--- src/rtl/g_item_mover_if.sv ---
// Item mover bus: game-side strobes and character/scroll inputs, renderer/score-side outputs.
interface g_item_mover_if;
    logic       frame_tick;
    logic       spawn;
    logic [9:0] char_X;
    logic [9:0] char_Y;
    logic [9:0] bg_pos;
    logic [9:0] item_x;
    logic [9:0] item_y;
    logic       touch;
    logic       en;
    logic [1:0] state;

    modport master (
        output frame_tick, spawn, char_X, char_Y, bg_pos,
        input  item_x, item_y, touch, en, state
    );

    modport slave (
        input  frame_tick, spawn, char_X, char_Y, bg_pos,
        output item_x, item_y, touch, en, state
    );
endinterface

--- src/rtl/g_item_mover.sv ---
// Moving power-up item: hidden -> emerges from block -> slides/bounces/falls -> collected on overlap.
// Motion steps on frame_tick; collection yields a registered one-cycle touch pulse.
module g_item_mover #(
    parameter int ITEM_W   = 12,
    parameter int ITEM_H   = 12,
    parameter int CHAR_W   = 12,
    parameter int CHAR_H   = 12,
    parameter int SPAWN_X  = 317,
    parameter int SPAWN_Y  = 135,
    parameter int GROUND_Y = 200,
    parameter int X_MIN    = 0,
    parameter int X_MAX    = 1000,
    parameter int SPEED    = 1,
    parameter int FALL     = 2
) (
    input  logic           sys_clk,
    input  logic           RST,
    g_item_mover_if.slave  io
);

    typedef enum logic [1:0] {
        IDLE   = 2'd0,
        EMERGE = 2'd1,
        MOVE   = 2'd2,
        DONE   = 2'd3
    } state_e;

    localparam int CNT_W = $clog2(ITEM_H + 1);

    localparam logic [CNT_W-1:0] CNT_LAST = CNT_W'(ITEM_H - 1);
    localparam logic [9:0]  SPAWN_X10  = 10'(SPAWN_X);
    localparam logic [9:0]  SPAWN_Y10  = 10'(SPAWN_Y);
    localparam logic [9:0]  GROUND10   = 10'(GROUND_Y);
    localparam logic [9:0]  X_RIGHT10  = 10'(X_MAX - ITEM_W);
    localparam logic [9:0]  X_LEFT10   = 10'(X_MIN);
    localparam logic [9:0]  SPEED10    = 10'(SPEED);
    localparam logic [9:0]  FALL10     = 10'(FALL);
    localparam logic [10:0] X_RIGHT11  = 11'(X_MAX - ITEM_W);
    localparam logic [10:0] X_LEFT11   = 11'(X_MIN);
    localparam logic [10:0] SPEED11    = 11'(SPEED);
    localparam logic [10:0] ITEM_W11   = 11'(ITEM_W);
    localparam logic [10:0] ITEM_H11   = 11'(ITEM_H);
    localparam logic [10:0] CHAR_W11   = 11'(CHAR_W);
    localparam logic [10:0] CHAR_H11   = 11'(CHAR_H);

    state_e           state_q, state_d;
    logic [9:0]       x_q, x_d;
    logic [9:0]       y_q, y_d;
    logic             dir_q, dir_d;
    logic [CNT_W-1:0] cnt_q, cnt_d;
    logic             touch_q, touch_d;

    logic             active;
    logic             hit;
    logic             overlap;
    logic [9:0]       ground_gap;

    // Bounding-box test at 11 bits so edge sums near 1023 do not wrap.
    assign active = (state_q == EMERGE) || (state_q == MOVE);
    assign hit    = ({1'b0, io.char_X} <= ({1'b0, x_q} + ITEM_W11))
                 && (({1'b0, io.char_X} + CHAR_W11) >= {1'b0, x_q})
                 && ({1'b0, io.char_Y} <= ({1'b0, y_q} + ITEM_H11))
                 && (({1'b0, io.char_Y} + CHAR_H11) >= {1'b0, y_q});
    assign overlap = active && hit;

    assign ground_gap = GROUND10 - y_q;

    always_ff @(posedge sys_clk) begin
        if (RST) begin
            state_q <= IDLE;
        end else begin
            state_q <= state_d;
        end
    end

    always_comb begin
        state_d = state_q;
        case (state_q)
            IDLE: begin
                if (io.spawn) begin
                    state_d = EMERGE;
                end
            end
            EMERGE: begin
                if (overlap) begin
                    state_d = DONE;
                end else if (io.frame_tick && (cnt_q == CNT_LAST)) begin
                    state_d = MOVE;
                end
            end
            MOVE: begin
                if (overlap) begin
                    state_d = DONE;
                end
            end
            default: state_d = DONE;
        endcase
    end

    always_comb begin
        io.en    = active;
        io.state = state_q;
        io.touch = touch_q;
        io.item_x = x_q - io.bg_pos;
        io.item_y = y_q;
    end

    // Overlap suppresses motion in the same cycle; spawn only matters in IDLE.
    always_comb begin
        x_d     = x_q;
        y_d     = y_q;
        dir_d   = dir_q;
        cnt_d   = cnt_q;
        touch_d = overlap;
        if (state_q == IDLE) begin
            if (io.spawn) begin
                x_d   = SPAWN_X10;
                y_d   = SPAWN_Y10;
                dir_d = 1'b1;
                cnt_d = '0;
            end
        end else if (!overlap && io.frame_tick) begin
            if (state_q == EMERGE) begin
                y_d   = y_q - 10'd1;
                cnt_d = cnt_q + 1'b1;
            end else if (state_q == MOVE) begin
                if (dir_q) begin
                    if (({1'b0, x_q} + SPEED11) > X_RIGHT11) begin
                        x_d   = X_RIGHT10;
                        dir_d = 1'b0;
                    end else begin
                        x_d = x_q + SPEED10;
                    end
                end else begin
                    if ({1'b0, x_q} < (X_LEFT11 + SPEED11)) begin
                        x_d   = X_LEFT10;
                        dir_d = 1'b1;
                    end else begin
                        x_d = x_q - SPEED10;
                    end
                end
                if (y_q < GROUND10) begin
                    if (ground_gap < FALL10) begin
                        y_d = GROUND10;
                    end else begin
                        y_d = y_q + FALL10;
                    end
                end
            end
        end
    end

    always_ff @(posedge sys_clk) begin
        if (RST) begin
            x_q     <= SPAWN_X10;
            y_q     <= SPAWN_Y10;
            dir_q   <= 1'b1;
            cnt_q   <= '0;
            touch_q <= 1'b0;
        end else begin
            x_q     <= x_d;
            y_q     <= y_d;
            dir_q   <= dir_d;
            cnt_q   <= cnt_d;
            touch_q <= touch_d;
        end
    end

endmodule

--- src/flat_wrapper.sv ---
// flat-port wrapper written by rule: the top's interface ports become plain ports
module g_item_mover_flat 
#(
    parameter int ITEM_W   = 12,
    parameter int ITEM_H   = 12,
    parameter int CHAR_W   = 12,
    parameter int CHAR_H   = 12,
    parameter int SPAWN_X  = 317,
    parameter int SPAWN_Y  = 135,
    parameter int GROUND_Y = 200,
    parameter int X_MIN    = 0,
    parameter int X_MAX    = 1000,
    parameter int SPEED    = 1,
    parameter int FALL     = 2
)
  (sys_clk, RST, io_frame_tick, io_spawn, io_char_X, io_char_Y, io_bg_pos, io_item_x, io_item_y, io_touch, io_en, io_state);
  g_item_mover_if io_i ();
  input  logic sys_clk;
  input  logic RST;
  input wire logic [$bits(io_i.frame_tick)-1:0] io_frame_tick;
  input wire logic [$bits(io_i.spawn)-1:0] io_spawn;
  input wire logic [$bits(io_i.char_X)-1:0] io_char_X;
  input wire logic [$bits(io_i.char_Y)-1:0] io_char_Y;
  input wire logic [$bits(io_i.bg_pos)-1:0] io_bg_pos;
  output wire logic [$bits(io_i.item_x)-1:0] io_item_x;
  output wire logic [$bits(io_i.item_y)-1:0] io_item_y;
  output wire logic [$bits(io_i.touch)-1:0] io_touch;
  output wire logic [$bits(io_i.en)-1:0] io_en;
  output wire logic [$bits(io_i.state)-1:0] io_state;
  assign io_i.frame_tick = io_frame_tick;
  assign io_i.spawn = io_spawn;
  assign io_i.char_X = io_char_X;
  assign io_i.char_Y = io_char_Y;
  assign io_i.bg_pos = io_bg_pos;
  assign io_item_x = io_i.item_x;
  assign io_item_y = io_i.item_y;
  assign io_touch = io_i.touch;
  assign io_en = io_i.en;
  assign io_state = io_i.state;
  g_item_mover #(.ITEM_W(ITEM_W), .ITEM_H(ITEM_H), .CHAR_W(CHAR_W), .CHAR_H(CHAR_H), .SPAWN_X(SPAWN_X), .SPAWN_Y(SPAWN_Y), .GROUND_Y(GROUND_Y), .X_MIN(X_MIN), .X_MAX(X_MAX), .SPEED(SPEED), .FALL(FALL)) u_core (.sys_clk(sys_clk), .RST(RST), .io(io_i));
endmodule
--- config.mk ---
export PLATFORM = sky130hd
export DESIGN_NAME = g_item_mover_flat
export DESIGN_NICKNAME = d
export VERILOG_FILES = /design/src/rtl/g_item_mover_if.sv /design/src/rtl/g_item_mover.sv /design/src/flat_wrapper.sv
export SDC_FILE = /design/constraint.sdc
export NUM_CORES = 1
export LEC_CHECK = 0
export ABC_AREA = 1
export ABC_CLOCK_PERIOD_IN_PS = 5100
export CORE_ASPECT_RATIO = 0.5
export CORE_UTILIZATION = 52
export DETAILED_ROUTE_END_ITERATION = 16
export GPL_TIMING_DRIVEN = 1
export HOLD_SLACK_MARGIN = 0.02
export PLACE_DENSITY_LB_ADDON = 0.12
export SLEW_MARGIN = 20
export SYNTH_ARGS = -nofsm -noshare
export SYNTH_HDL_FRONTEND = slang
export SYNTH_SLANG_ARGS = --single-unit
--- constraint.sdc ---
create_clock -name sys_clk -period 5.1 [get_ports sys_clk]
set_clock_uncertainty 0.15 [all_clocks]
set_input_delay 1.02 -clock sys_clk [delete_from_list [all_inputs] [get_ports sys_clk]]
set_output_delay 1.02 -clock sys_clk [all_outputs]
set_load 0.02 [all_outputs]
### Yosys cells after proc, flatten, opt, wreduce, memory -nomap -nowiden

Cells that the tools add are included.

* register bits after elaboration: 28
* input port bits: 34
* output and inout port bits: 24
* logic and storage cells: 83

* add/subtract/negate cells: 12
* $lt $le $gt $ge: 8
* equal/unequal tests: 7
* mux-type cells: 32
* reduce and logical (&&, ||, !) cells: 18

Operator list (number)
* $mux 10: 15
* $add 10x4->11 const B: 4
* $ge 11x10->1: 2
* $le 10x11->1: 2
* $sub 10x1->10 const B: 2
* $mux 4: 4
* $add 10x1->11 const B: 1
* $gt 11x10->1 const B: 1
* $add 10x1->10 const B: 1
* $add 10x2->10 const B: 1
* $lt 10x1->1 const B: 1
* $lt 10x2->1 const B: 1
* $lt 10x8->1 const B: 1
* $sub 10x10->10: 1
* $sub 8x10->10 const A: 1
* $mux 1: 8
* $mux 2: 4
* $reduce_and 4->1: 2
* $logic_and 1x1->1: 6
* $pmux 2 s3: 1
* $reduce_and 3->1: 2
* $reduce_bool 2->1: 3
* $reduce_bool 3->1: 2
* $add 4x1->4 const B: 1
* other kinds (9): 10

### Logic depth before layout (Yosys ltp)

* depth in word-level cells: 10
* depth in mapped cells: 24
* mapped depth without buffers: 22

### Worst setup path before layout

OpenSTA, ideal clock, no wires.

* kind: in2out
* from: input io_bg_pos[0]
* to: output io_item_x[8]
* data arrival time: 2.677 ns
* required time: 3.930 ns
* slack: 1.253 ns
* cell stages on the path: 8
* buffers on the path: 0
* cells stage by stage: ha_1 > fa_1 > o21ai_0 > a21o_1 > a21oi_1 > o21bai_1 > a21oi_1 > xnor2_1

* word-level cells in the longest chain between the ends: 1

RTL lines
* start, declared: line flat_wrapper.sv:24 `input wire logic [$bits(io_i.bg_pos)-1:0] io_bg_pos;`
* $sub 10x10->10: line g_item_mover.sv:104 `io.item_x = x_q - io.bg_pos;`
* end, declared: line flat_wrapper.sv:25 `output wire logic [$bits(io_i.item_x)-1:0] io_item_x;`

No other way between the ends.

### Final worst setup path

Ends and elaborated chain as after synthesis.

==> impl_metrics.ini <==
[grt]
grt_pass1_vias = 4041
grt_pass1_wl_um = 17600
grt_usage_pct = 25.5
grt_max_degree = 21
grt_remaining_overflow = 0
antenna_found_initial = 0

[synth]
syn-instance-count = 683
synth_flop_cell = dfxtp_1
ys_types = 40
synth_top_area_share_pct = 18.7
netlist_area_mm2 = 0.00422
synth.area.top_cells = ha_1 19%, nand2_1 15%, dfxtp_1 13%, nand3_1 9.9%, inv_1 7.3%
synth_edf_count = 0
syn_avg_cell_area_um2 = 6.17
synth-seq-area-share_pct = 13.3
synth_largest_area_cell = ha_1
synth-async-reset-ratio_pct = 0
ys_seq_elements = 28
syn_nets = 781
ys_warn_count = 0

[timing]
setup_viol_count_final = 0
period_needed_ns = 4.74
timing.hold.ws_ns = 0.337
max_freq_ghz = 0.211
fin_setup_tns_ns = 0
hold_viol_final = 0
rsz0062_at_grt = no
slew_viol_final = 0
tightest_slew_ns = 0.984
relSlewSlack_pct = 34.0
fin_crit_sh_pct = 92.9

[routing]
post_drt_wl_per_cell_um = 12.1
vias = 4408
drc_errors = 0
postRouteAntennaNets = 0
viasPerCell = 5.28
first_pass_iters = 5
routed_wl_um = 10100
drtIter0Drc = 259

[critical_path]
cp_max_fo = 3
path_class = in -> out
cp-start-kind = input port
crit_buf_inv = 2
critPathSlowestCell = clkdlybuf4s50_1
required_ns = 3.93
critPathCaptureType = output port
cp.arrival_ns = 3.57
cpPeakStageDelay_ns = 0.61
path_cells = clkdlybuf4s50_1 > ha_1 > fa_1 > o21ai_0 > a21o_1 > a21oi_1 > o21bai_1 > a21oi_1 > xnor2_1 > clkdlybuf4s50_1
cp_top_family = buffers and inverters

[cts]
cts_buffers = 3
postCtsSetupBuffers = 0
cts_tree = built
clkLatencyLatePin_ns = 0.26
clockRootBuffer = clkbuf_16
cts_hold_buf = 0
path_clk_slew_ns = 0.07
h-tree-depth = 1
cts_resized = 0
clock-sinks = 28
cts.path.max_buffers = 2

[floorplanning]
core-area_mm2 = 0.00757
placement_rows = 22
dieArea_mm2 = 0.00849
die_w_um = 129
die_h_um = 65.7
ios = 58
start_util_pct = 55.7

[place]
numPortBuffers = 57
gp_congestion = 0.964
dpl.hpwl_um = 8160
dp_cells = 831

[cells_and_area]
n_antenna_cell = 0
nFillCells = 727
fin_nets = 826
finalNonFillerCells = 835
area_growth_pct = 17.2
drive_above_1_share_pct = 3.99

[outcome]
status = finished clean

[job]
max-cap-violations = 0

[min_path]
hold_path_class = reg -> reg

[power_and_ir_drop]
power.leakage_uw = 0.00244
max-vdd-ir-drop_uv = 204
cellPowerDensity_mw_per_mm2 = 435
## area by class of cell
| type | instances | area, µm² | share of cell area [%] |
|---|---|---|---|
| clock buffer | 3 | 75.1 | 1.52 |
| clock inverter | 1 | 30.0 | 0.608 |
| inverter | 91 | 342 | 6.91 |
| multi-input combinational | 546 | 3220 | 65.2 |
| sequential | 28 | 561 | 11.3 |
| tap | 108 | 135 | 2.73 |
| timing repair buffer | 58 | 578 | 11.7 |
## routing by layer
metal / vias up / wire length, µm / global-route usage, %
met5: - / 0 / 0
met4: 0 / 98 / 5.29
met3: 11 / 562 / 1.47
met2: 127 / 4720 / 47.6
met1: 1954 / 4730 / 32.4
li1: 2316 / - / -
## synthesized netlist by cell type, types with 2 or more instances
| library cell | instances |
|---|---|
| o211ai_1 | 3 |
| inv_1 | 82 |
| a21oi_1 | 43 |
| buf_2 | 5 |
| nand3b_1 | 3 |
| and3_1 | 3 |
| buf_4 | 3 |
| o21ai_0 | 24 |
| inv_2 | 5 |
| a21oi_2 | 3 |
| nand2_1 | 167 |
| a21o_1 | 2 |
| a31oi_1 | 3 |
| xor2_1 | 34 |
| nand2_2 | 8 |
| nand4_1 | 8 |
| o21ai_1 | 2 |
| nand2_4 | 2 |
| dfxtp_1 | 28 |
| clkbuf_1 | 8 |
| clkinv_1 | 4 |
| or2_2 | 4 |
| nand3_1 | 83 |
| ha_1 | 63 |
| xnor2_1 | 13 |
| nor2_1 | 57 |
| nor3_1 | 10 |
## stage by stage
| step | area (µm²) | power, µW | setup slack (ns) | utilization, % |
|---|---|---|---|---|
| after global routing | 4940 | 2390 | 0.211 | 65.3 |
| after CTS | 4940 | 2150 | 0.336 | 65.3 |
| after floorplan | 4220 | 1500 | 1.25 | - |
| final | 4940 | 2150 | 0.361 | 65.3 |
| after detailed placement | 4840 | 1910 | 0.339 | 63.9 |
| after global placement | 4840 | 1890 | 0.376 | 63.9 |
## cell families after synthesis
logic type	Yosys count	share of synthesized area [%]
xor+xnor	47	9.77
fa+ha+maj	64	19.2
flops	28	13.3
compound gates	86	11.2
buf+inv	109	10.3
simple gates	349	36.2
## flip-flops by register name, indices dropped and copies added, names as in the netlist
| signal | cells |
|---|---|
| u_core.cnt_q | 4 |
| u_core.dir_q | 1 |
| u_core.io.item_y | 10 |
| u_core.io.state | 2 |
| u_core.io.touch | 1 |
| u_core.x_q | 10 |
## worst register-to-register path, stage by stage, from the launching register on
cell	delay (ns)
dfxtp_1	0.53
inv_1	0.22
ha_1	0.27
nor2_1	0.11
nand2_1	0.08
nor2_1	0.17
xor2_1	0.19
ha_1	0.26
a21o_1	0.17
a21oi_1	0.11
nand2_1	0.07
nand2_1	0.06
nand2_1	0.09
nor2_1	0.14
nand2_2	0.11
nand2_2	0.08
nand2_2	0.22
nand2_1	0.37
nand2_1	0.09
nand2_1	0.07
nor2_1	0.06
## path summary, 6_finish.rpt
path	cells past startpoint	slack (ns)	endpoint	start
worst min-delay path	2	0.34	u_core.cnt_q[1]	u_core.cnt_q[1]
worst min register to register	2	0.34	u_core.cnt_q[1]	u_core.cnt_q[1]
worst max-delay path	10	0.36	io_item_x[8]	io_bg_pos[0]
worst max register to register	20	1.37	u_core.x_q[1]	u_core.io.item_y[3]
## layout by cell type (no fill, tap or decap), drive strengths merged, types with 4 or more instances in the layout
cell,instances
a21oi,46
clkdlybuf4s50,57
clkinv,4
dfxtp,28
ha,63
inv,87
nand2,177
nand3,83
nand4,8
nor2,58
nor3,10
o21ai,26
or2,6
xnor2,13
xor2,34
## power by group
part	total [µW]	switching (µW)	internal (µW)
combinational	1540	931	609
sequential	378	107	271
clock	230	73.9	156
Power figures use the tool's default switching activity.
